<file path="src/rtl/bus_initiator_pkg.sv">
// Shared femto bus constants and helpers for bus_initiator.
// Access-size codes, status codes and alignment/read-data rules.
package bus_initiator_pkg;

    localparam int BUS_WIDTH     = 32;
    localparam int BUS_ACC_WIDTH = 2;

    localparam logic [BUS_ACC_WIDTH-1:0] BUS_ACC_1B = 2'd0;
    localparam logic [BUS_ACC_WIDTH-1:0] BUS_ACC_2B = 2'd1;
    localparam logic [BUS_ACC_WIDTH-1:0] BUS_ACC_4B = 2'd2;

    localparam logic [1:0] BUS_ST_OK       = 2'd0;
    localparam logic [1:0] BUS_ST_FAULT    = 2'd1;
    localparam logic [1:0] BUS_ST_TIMEOUT  = 2'd2;
    localparam logic [1:0] BUS_ST_MISALIGN = 2'd3;

    function automatic logic acc_misaligned(
        input logic [BUS_ACC_WIDTH-1:0] acc,
        input logic [1:0]               addr_lo
    );
        logic bad;
        bad = 1'b0;
        unique case (1'b1)
            acc == BUS_ACC_2B: bad = addr_lo[0];
            acc == BUS_ACC_4B: bad = |addr_lo;
            default:           bad = 1'b0;
        endcase
        return bad;
    endfunction

    function automatic logic [BUS_WIDTH-1:0] acc_rdata(
        input logic [BUS_ACC_WIDTH-1:0] acc,
        input logic [BUS_WIDTH-1:0]     data
    );
        logic [BUS_WIDTH-1:0] res;
        res = data;
        unique case (1'b1)
            acc == BUS_ACC_1B: res = {24'd0, data[7:0]};
            acc == BUS_ACC_2B: res = {16'd0, data[15:0]};
            default:           res = data;
        endcase
        return res;
    endfunction

endpackage

</file>
<file path="src/rtl/bus_init_timer.sv">
// WAIT-state timeout counter for bus_initiator.
// Only instantiated when BUS_INITIATOR_TIMEOUT_EN is defined.
module bus_init_timer #(
    parameter int TIMEOUT = 255
) (
    input  logic clk,
    input  logic rst,
    input  logic clr,
    input  logic en,
    output logic expired
);

    localparam int W = $clog2(TIMEOUT + 1);
    localparam logic [W-1:0] LAST = W'(TIMEOUT - 1);

    logic [W-1:0] cnt_q;
    logic [W-1:0] cnt_d;

    always_comb begin
        cnt_d = cnt_q;
        if (clr) begin
            cnt_d = '0;
        end else if (en) begin
            cnt_d = cnt_q + 1'b1;
        end
    end

    always_ff @(posedge clk or posedge rst) begin
        if (rst) begin
            cnt_q <= '0;
        end else begin
            cnt_q <= cnt_d;
        end
    end

    assign expired = (cnt_q == LAST);

endmodule

</file>
<file path="src/rtl/bus_initiator.sv">
// Single-outstanding femto bus initiator driven by a valid/ready command stream.
// Optional WAIT timeout built when BUS_INITIATOR_TIMEOUT_EN is defined.
module bus_initiator
    import bus_initiator_pkg::*;
#(
    parameter int ADDR_WIDTH = 8,
    parameter int TIMEOUT    = 255
) (
    input  logic                     clk,
    input  logic                     rst,
    input  logic                     cmd_valid,
    output logic                     cmd_ready,
    input  logic [ADDR_WIDTH-1:0]    cmd_addr,
    input  logic                     cmd_w_rb,
    input  logic [BUS_ACC_WIDTH-1:0] cmd_acc,
    input  logic [BUS_WIDTH-1:0]     cmd_wdata,
    output logic                     rsp_valid,
    input  logic                     rsp_ready,
    output logic [1:0]               rsp_status,
    output logic [BUS_WIDTH-1:0]     rsp_rdata,
    output logic [ADDR_WIDTH-1:0]    addr,
    output logic                     w_rb,
    output logic [BUS_ACC_WIDTH-1:0] acc,
    output logic [BUS_WIDTH-1:0]     wdata,
    output logic                     req,
    input  logic                     resp,
    input  logic                     fault,
    input  logic [BUS_WIDTH-1:0]     rdata
);

    if (TIMEOUT < 1) begin : g_bad_timeout
        $error("bus_initiator: TIMEOUT must be at least 1");
    end

    typedef enum logic [1:0] {
        S_IDLE,
        S_REQ,
        S_WAIT,
        S_DONE
    } state_e;

    state_e                   state_q, state_d;
    logic                     req_q, req_d;
    logic                     rsp_valid_q, rsp_valid_d;
    logic [1:0]               rsp_status_q, rsp_status_d;
    logic [BUS_WIDTH-1:0]     rsp_rdata_q, rsp_rdata_d;
    logic [ADDR_WIDTH-1:0]    addr_q, addr_d;
    logic                     w_rb_q, w_rb_d;
    logic [BUS_ACC_WIDTH-1:0] acc_q, acc_d;
    logic [BUS_WIDTH-1:0]     wdata_q, wdata_d;
    logic [BUS_WIDTH-1:0]     ok_rdata;

`ifdef BUS_INITIATOR_TIMEOUT_EN
    logic tmr_clr;
    logic tmr_en;
    logic tmr_expired;

    bus_init_timer #(
        .TIMEOUT (TIMEOUT)
    ) u_timer (
        .clk     (clk),
        .rst     (rst),
        .clr     (tmr_clr),
        .en      (tmr_en),
        .expired (tmr_expired)
    );
`endif

    // Writes never return data; reads keep only the accessed bytes.
    assign ok_rdata = w_rb_q ? '0 : acc_rdata(acc_q, rdata);

    always_comb begin
        state_d      = state_q;
        rsp_status_d = rsp_status_q;
        rsp_rdata_d  = rsp_rdata_q;
        addr_d       = addr_q;
        w_rb_d       = w_rb_q;
        acc_d        = acc_q;
        wdata_d      = wdata_q;
`ifdef BUS_INITIATOR_TIMEOUT_EN
        tmr_clr      = 1'b0;
        tmr_en       = 1'b0;
`endif
        unique case (state_q)
            S_IDLE: begin
                if (cmd_valid) begin
                    addr_d  = cmd_addr;
                    w_rb_d  = cmd_w_rb;
                    acc_d   = cmd_acc;
                    wdata_d = cmd_wdata;
                    if (acc_misaligned(cmd_acc, cmd_addr[1:0])) begin
                        state_d      = S_DONE;
                        rsp_status_d = BUS_ST_MISALIGN;
                        rsp_rdata_d  = '0;
                    end else begin
                        state_d = S_REQ;
                    end
                end
            end
            S_REQ: begin
                if (fault) begin
                    state_d      = S_DONE;
                    rsp_status_d = BUS_ST_FAULT;
                    rsp_rdata_d  = '0;
                end else if (resp) begin
                    state_d      = S_DONE;
                    rsp_status_d = BUS_ST_OK;
                    rsp_rdata_d  = ok_rdata;
                end else begin
                    state_d = S_WAIT;
`ifdef BUS_INITIATOR_TIMEOUT_EN
                    tmr_clr = 1'b1;
`endif
                end
            end
            S_WAIT: begin
                if (resp) begin
                    state_d      = S_DONE;
                    rsp_status_d = BUS_ST_OK;
                    rsp_rdata_d  = ok_rdata;
                end
`ifdef BUS_INITIATOR_TIMEOUT_EN
                else if (tmr_expired) begin
                    state_d      = S_DONE;
                    rsp_status_d = BUS_ST_TIMEOUT;
                    rsp_rdata_d  = '0;
                end else begin
                    tmr_en = 1'b1;
                end
`endif
            end
            S_DONE: begin
                if (rsp_ready) begin
                    state_d = S_IDLE;
                end
            end
            default: state_d = S_IDLE;
        endcase
        req_d       = (state_d == S_REQ);
        rsp_valid_d = (state_d == S_DONE);
    end

    always_ff @(posedge clk or posedge rst) begin
        if (rst) begin
            state_q      <= S_IDLE;
            req_q        <= 1'b0;
            rsp_valid_q  <= 1'b0;
            rsp_status_q <= 2'd0;
            rsp_rdata_q  <= '0;
            addr_q       <= '0;
            w_rb_q       <= 1'b0;
            acc_q        <= '0;
            wdata_q      <= '0;
        end else begin
            state_q      <= state_d;
            req_q        <= req_d;
            rsp_valid_q  <= rsp_valid_d;
            rsp_status_q <= rsp_status_d;
            rsp_rdata_q  <= rsp_rdata_d;
            addr_q       <= addr_d;
            w_rb_q       <= w_rb_d;
            acc_q        <= acc_d;
            wdata_q      <= wdata_d;
        end
    end

    assign cmd_ready  = (state_q == S_IDLE);
    assign req        = req_q;
    assign rsp_valid  = rsp_valid_q;
    assign rsp_status = rsp_status_q;
    assign rsp_rdata  = rsp_rdata_q;
    assign addr       = addr_q;
    assign w_rb       = w_rb_q;
    assign acc        = acc_q;
    assign wdata      = wdata_q;

endmodule

</file>
<file path="config.mk">
export PLATFORM = sky130hd
export DESIGN_NAME = bus_initiator
export DESIGN_NICKNAME = d
export VERILOG_FILES = /design/src/rtl/bus_initiator_pkg.sv /design/src/rtl/bus_init_timer.sv /design/src/rtl/bus_initiator.sv
export SDC_FILE = /design/constraint.sdc
export NUM_CORES = 1
export LEC_CHECK = 0
export CAP_MARGIN = 30
export CORE_ASPECT_RATIO = 1.2
export CORE_UTILIZATION = 40
export DETAILED_ROUTE_END_ITERATION = 8
export DONT_BUFFER_PORTS = 1
export PLACE_DENSITY = 0.51
export SLEW_MARGIN = 10
export SYNTH_ARGS = -nofsm -noshare
export SYNTH_HDL_FRONTEND = slang
export SYNTH_SLANG_ARGS = --single-unit
</file>
<file path="constraint.sdc">
create_clock -name clk -period 2.7 [get_ports clk]
set_input_delay 0.405 -clock clk [delete_from_list [all_inputs] [get_ports clk]]
set_output_delay 0.405 -clock clk [all_outputs]
set_load 0.1 [all_outputs]
</file>
# Word-level counts from Yosys, hierarchy flattened
# Index checks and enable logic that the tools add are counted.
# op_classes
n_reduce_logical	6
eq_ne	10
n_mux	22
# ops
op	count
two-way mux 32 bit	5
case mux 32 bit (3 select lines)	1
case mux 32 bit (2 select lines)	1
two-way mux 2 bit	8
equality test 2 x 1 -> 1 bit, second input constant	4
equality test 2 bit, second input constant	4
case mux 2 bit (4 select lines)	1
case mux 2 bit (3 select lines)	1
logical NOT 2 bit	2
two-way mux 1 bit	4
AND reduction 3 bit	1
nonzero test 3 bit	1
inequality test 2 x 1 -> 1 bit, second input constant	1
inequality test 2 bit, second input constant	1
case mux 1 bit (2 select lines)	1
AND reduction 2 bit	1
OR reduction 2 bit	1
# totals
in_bits	81
word_cells	47
regBits	81
output_inout_bits	80

# Depth between registers and ports, before layout
# logic_depth
word_depth	8
mapped_depth	7
depth_no_buf	6

# Worst setup path after synthesis
# No wires, ideal clock.
# synth_timing
path_kind	register to register
from	reg state_q[1]
to	reg rsp_rdata_q[16] (netlist: rsp_rdata[16])
path_slack_ns	0.218
path_buffers	2
synth_period_minus_slack_ns	2.482
path_stages_with_launch	8
arrival_ns	2.360
required_ns	2.579
setup_ns	0.121
cell_sequence	dfrtp_1 > inv_1 > ha_1 > buf_2 > a21boi_4 > nor4_4 > buf_6 > a22o_2
# synth_between
elab_chain_cells	3
elab_cells_between_ends	8
cone_classes	4 x eq/ne; 1 x mux; 3 x reduce/logical
# synth_lines
item	line	text
start, declared	bus_initiator.sv:42	state_e state_q, state_d;
start signal, assigned	bus_initiator.sv:155	state_q <= state_d;
logical NOT 2 bit (*)	-	
named net cmd_ready	bus_initiator.sv:12	output logic cmd_ready,
inequality test 2 x 1 -> 1 bit (no line) (tied with other cells)	-	
AND reduction 3 bit (no line)	-	
end signal, assigned	bus_initiator.sv:159	rsp_rdata_q <= rsp_rdata_d;
end, declared	bus_initiator.sv:46	logic [BUS_WIDTH-1:0] rsp_rdata_q, rsp_rdata_d;
# The timed path passes the listed nets; every way through them passes the cells marked *.
# A chain may end at the register's enable or synchronous reset.

# Worst setup path in the final report
# layout_timing
from	reg state_q[1]
to	out cmd_ready
# layout_between
elab_chain_cells	1
# layout_lines
item	line	text
logical NOT 2 bit	bus_initiator.sv:167	assign cmd_ready = (state_q == S_IDLE);
end, declared	bus_initiator.sv:12	
# Every way passes these cells.

==> impl_metrics.csv <==
group,metric,value,unit
logic_synthesis,yosys.area.top_type,"dfrtp_1",
setup_path,r2r_start,"state_q[1]$_DFF_PP0_",
setup_path,crit_path_max_fanout,11,
placed_design,dpl.hpwl,4.692,mm
routing,wl_per_cell,19.68,µm
clock_tree,root_buffer,"clkbuf_8",
routing,drt_wl_total,6.496,mm
setup_path,r2r_setup_slack,690,ps
floorplanning,dieArea,8572,µm²
grt,grt_pass1_wl,9.984,mm
clock_tree,clkLatencyLatePin,340,ps
run_status,outcome,"finished with violations",
logic_synthesis,synth_nets,309,
clock_tree,post_cts_resized,0,
clock_tree,clk_pin_slew,80,ps
logic_synthesis,netlist_top_cells_area,"dfrtp_1, mux2_2, a22o_1",
logic_synthesis,netlist.area_leader.share,61.76,%
routing,viasPerCell,5.694,
logic_synthesis,synthArstFlopShare,100.0,%
final_layout,antenna_cells,0,
floorplanning,die_x,84.69,µm
logic_synthesis,ys_ff_latch,81,
timing,worst_pin_slew,929.5,ps
timing,period_share,76.47,%
clock_tree,h-tree-depth,3,
routing,drtIter0Drc,82,
timing,fin_crit,2065,ps
setup_path,crit_arrival,1660,ps
placed_design,gp_congestion,0.7267,
run_status,violations,"DRC",
timing,rsz0062_at_grt,"false",
grt,gr-total-overflow,0,
logic_synthesis,synth_cell_types,34,
grt,grt_use_total,14.89,%
floorplanning,rows,35,
timing,fin_tns_setup,0,ps
logic_synthesis,synth_edf_count,0,
timing,holdWs,27.20,ps
floorplanning,ios,161,
final_layout,regArea,2027,µm²
routing,vias,1879,
clock_tree,post_cts_buffers,0,
placed_design,dpl_cell_area,3432,µm²
timing,max-slew-margin-rel,38.03,%
clock_tree,cts.sinks,81,
timing,hold_viol_final,0,
placed_design,place_ws,718.4,ps
logic_synthesis,seq_area_frac_synth,61.76,%
grt,antenna_found_initial,0,
setup_path,reg2regPathDepth,7,
clock_tree,numCtsBuffers,9,
logic_synthesis,postSynthAreaPerCell,14.78,µm²
final_layout,syn_to_final_growth,11.02,%
logic_synthesis,synthFlopType,"dfrtp_1",
logic_synthesis,ys_warn_count,0,
timing,fmax,484.3,MHz
timing,setup_viol,0,
final_layout,multiInputGateArea,1179,µm²
grt,grt_pass1_vias,2036,
setup_path,cp_data_required_time,2300,ps
logic_synthesis,syn_inst,222,
final_layout,fin_nets,320,
placed_design,port_buffers,0,
routing,drc_errors,15,
timing,slew_viol_final,0,
clock_tree,cts_hold_buf,0,
floorplanning,die_h,101.2,µm
run,cap_violations,0,
logic_synthesis,netlist_area,3282,µm²
setup_path,critPathCaptureType,"output port",
final_layout,stdcell_area,3643,µm²
routing,drtAntennaViolNets,0,
setup_path,r2r-end,"rsp_rdata[24]$_DFFE_PP0P_",
timing,setup_slack,635.3,ps
final_layout,drive_gt1_share,36.13,%
clock_tree,cts_tree,"done",
timing,finClkSkew,9.918,ps
final_layout,fillers,715,
setup_path,start_kind,"register",
setup_path,crit_type,"register to output port",
worst_hold_path,hold_path_class,"input pin to asynchronous set/reset pin",
routing,drtPass1Iterations,7,
clock_tree,clockBufferDepth,2,
floorplanning,initial_core_util,42.10,%
grt,grt_max_degree,82,
floorplanning,core_area,7795,µm²
-- layout by cell type (no fill, tap or decap), drive strengths merged, types with 2 or more instances in the layout --
| cell type | n |
|---|---|
| a21boi | 2 |
| a22o | 32 |
| a31oi | 2 |
| and2b | 2 |
| buf | 9 |
| bufinv | 2 |
| clkbuf | 11 |
| clkinv | 2 |
| clkinvlp | 2 |
| dfrtp | 81 |
| ha | 6 |
| inv | 7 |
| mux2 | 41 |
| nand2 | 6 |
| nand3 | 2 |
| nor2 | 4 |
| nor2b | 3 |
| nor4 | 2 |
| o21ai | 9 |
-- routing by layer --
layer  part of all wire, %  up-vias  global-route usage [%]
li1                      -      831                       -
met3                    10       11                   7.661
met1                    37      933                   15.48
met5                     0        -                       0
met4                   2.0        0                   6.258
met2                    51      104                   25.52
-- synth_stat cells (2+ instances only) --
cell / number
dfrtp_1: 81
nor2b_1: 3
inv_1: 8
a31oi_1: 2
clkbuf_1: 2
ha_1: 6
buf_2: 6
mux2_2: 41
and2b_1: 2
nor2_1: 4
nor4_4: 2
nand3_1: 2
o21ai_0: 8
a22o_1: 22
a22o_2: 10
nand2_1: 5
-- through the flow --
step	cells	util [%]
after floorplan	222	-
after global placement	314	44.03
after detailed placement	314	44.03
after CTS	330	46.74
after global routing	330	46.74
final	330	46.74
-- worst max-delay path: stages (launching register included) --
cell and delay [ps]:
dfrtp_1 420, inv_1 120, ha_1 410, buf_4 370
-- flip-flops by register name, summed over array words and instances, names as in the netlist --
name	flops
addr	8
rsp_rdata	32
state_q	2
rsp_status	2
req	1
wdata	32
rsp_valid	1
w_rb	1
acc	2
-- logic make-up (layout without fill, tap and decap cells) --
| family | after synthesis | count (layout) | synth area share [%] |
|---|---|---|---|
| flops | 81 | 81 | 61.76 |
| compound gates | 52 | 52 | 13.95 |
| mux | 41 | 41 | 14.07 |
| simple gates | 25 | 25 | 5.528 |
| buf+inv | 17 | 33 | 2.402 |
| fa+ha+maj | 6 | 6 | 2.287 |
-- final cells by class --
class                   instances  share of cell area (%)
flip-flops and latches         81                   55.63
multi-input cells             124                   32.35
clock buffers                  11                   3.606
well taps                      92                   3.159
clock inverters                 5                   2.198
repair buffers                  9                   2.198
inverters                       8                  0.8585
-- worst max path at each step --
stage / depth (start not counted) / endpoint / slack, ps / from
global route: 3 / cmd_ready / 560 / state_q[0]$_DFF_PP0_
finish: 3 / cmd_ready / 640 / state_q[1]$_DFF_PP0_
global placement: 7 / rsp_rdata[22]$_DFFE_PP0P_ / 760 / cmd_acc[0]
CTS: 3 / cmd_ready / 630 / state_q[1]$_DFF_PP0_
floorplan: 1 / acc[0]$_DFFE_PP0P_ / 210 / rst
detailed placement: 7 / rsp_rdata[23]$_DFFE_PP0P_ / 720 / cmd_acc[0]
Power is left out: the tool's default activity adds up to more than one toggle a clock period on the data nets, which glitch-free logic cannot reach.
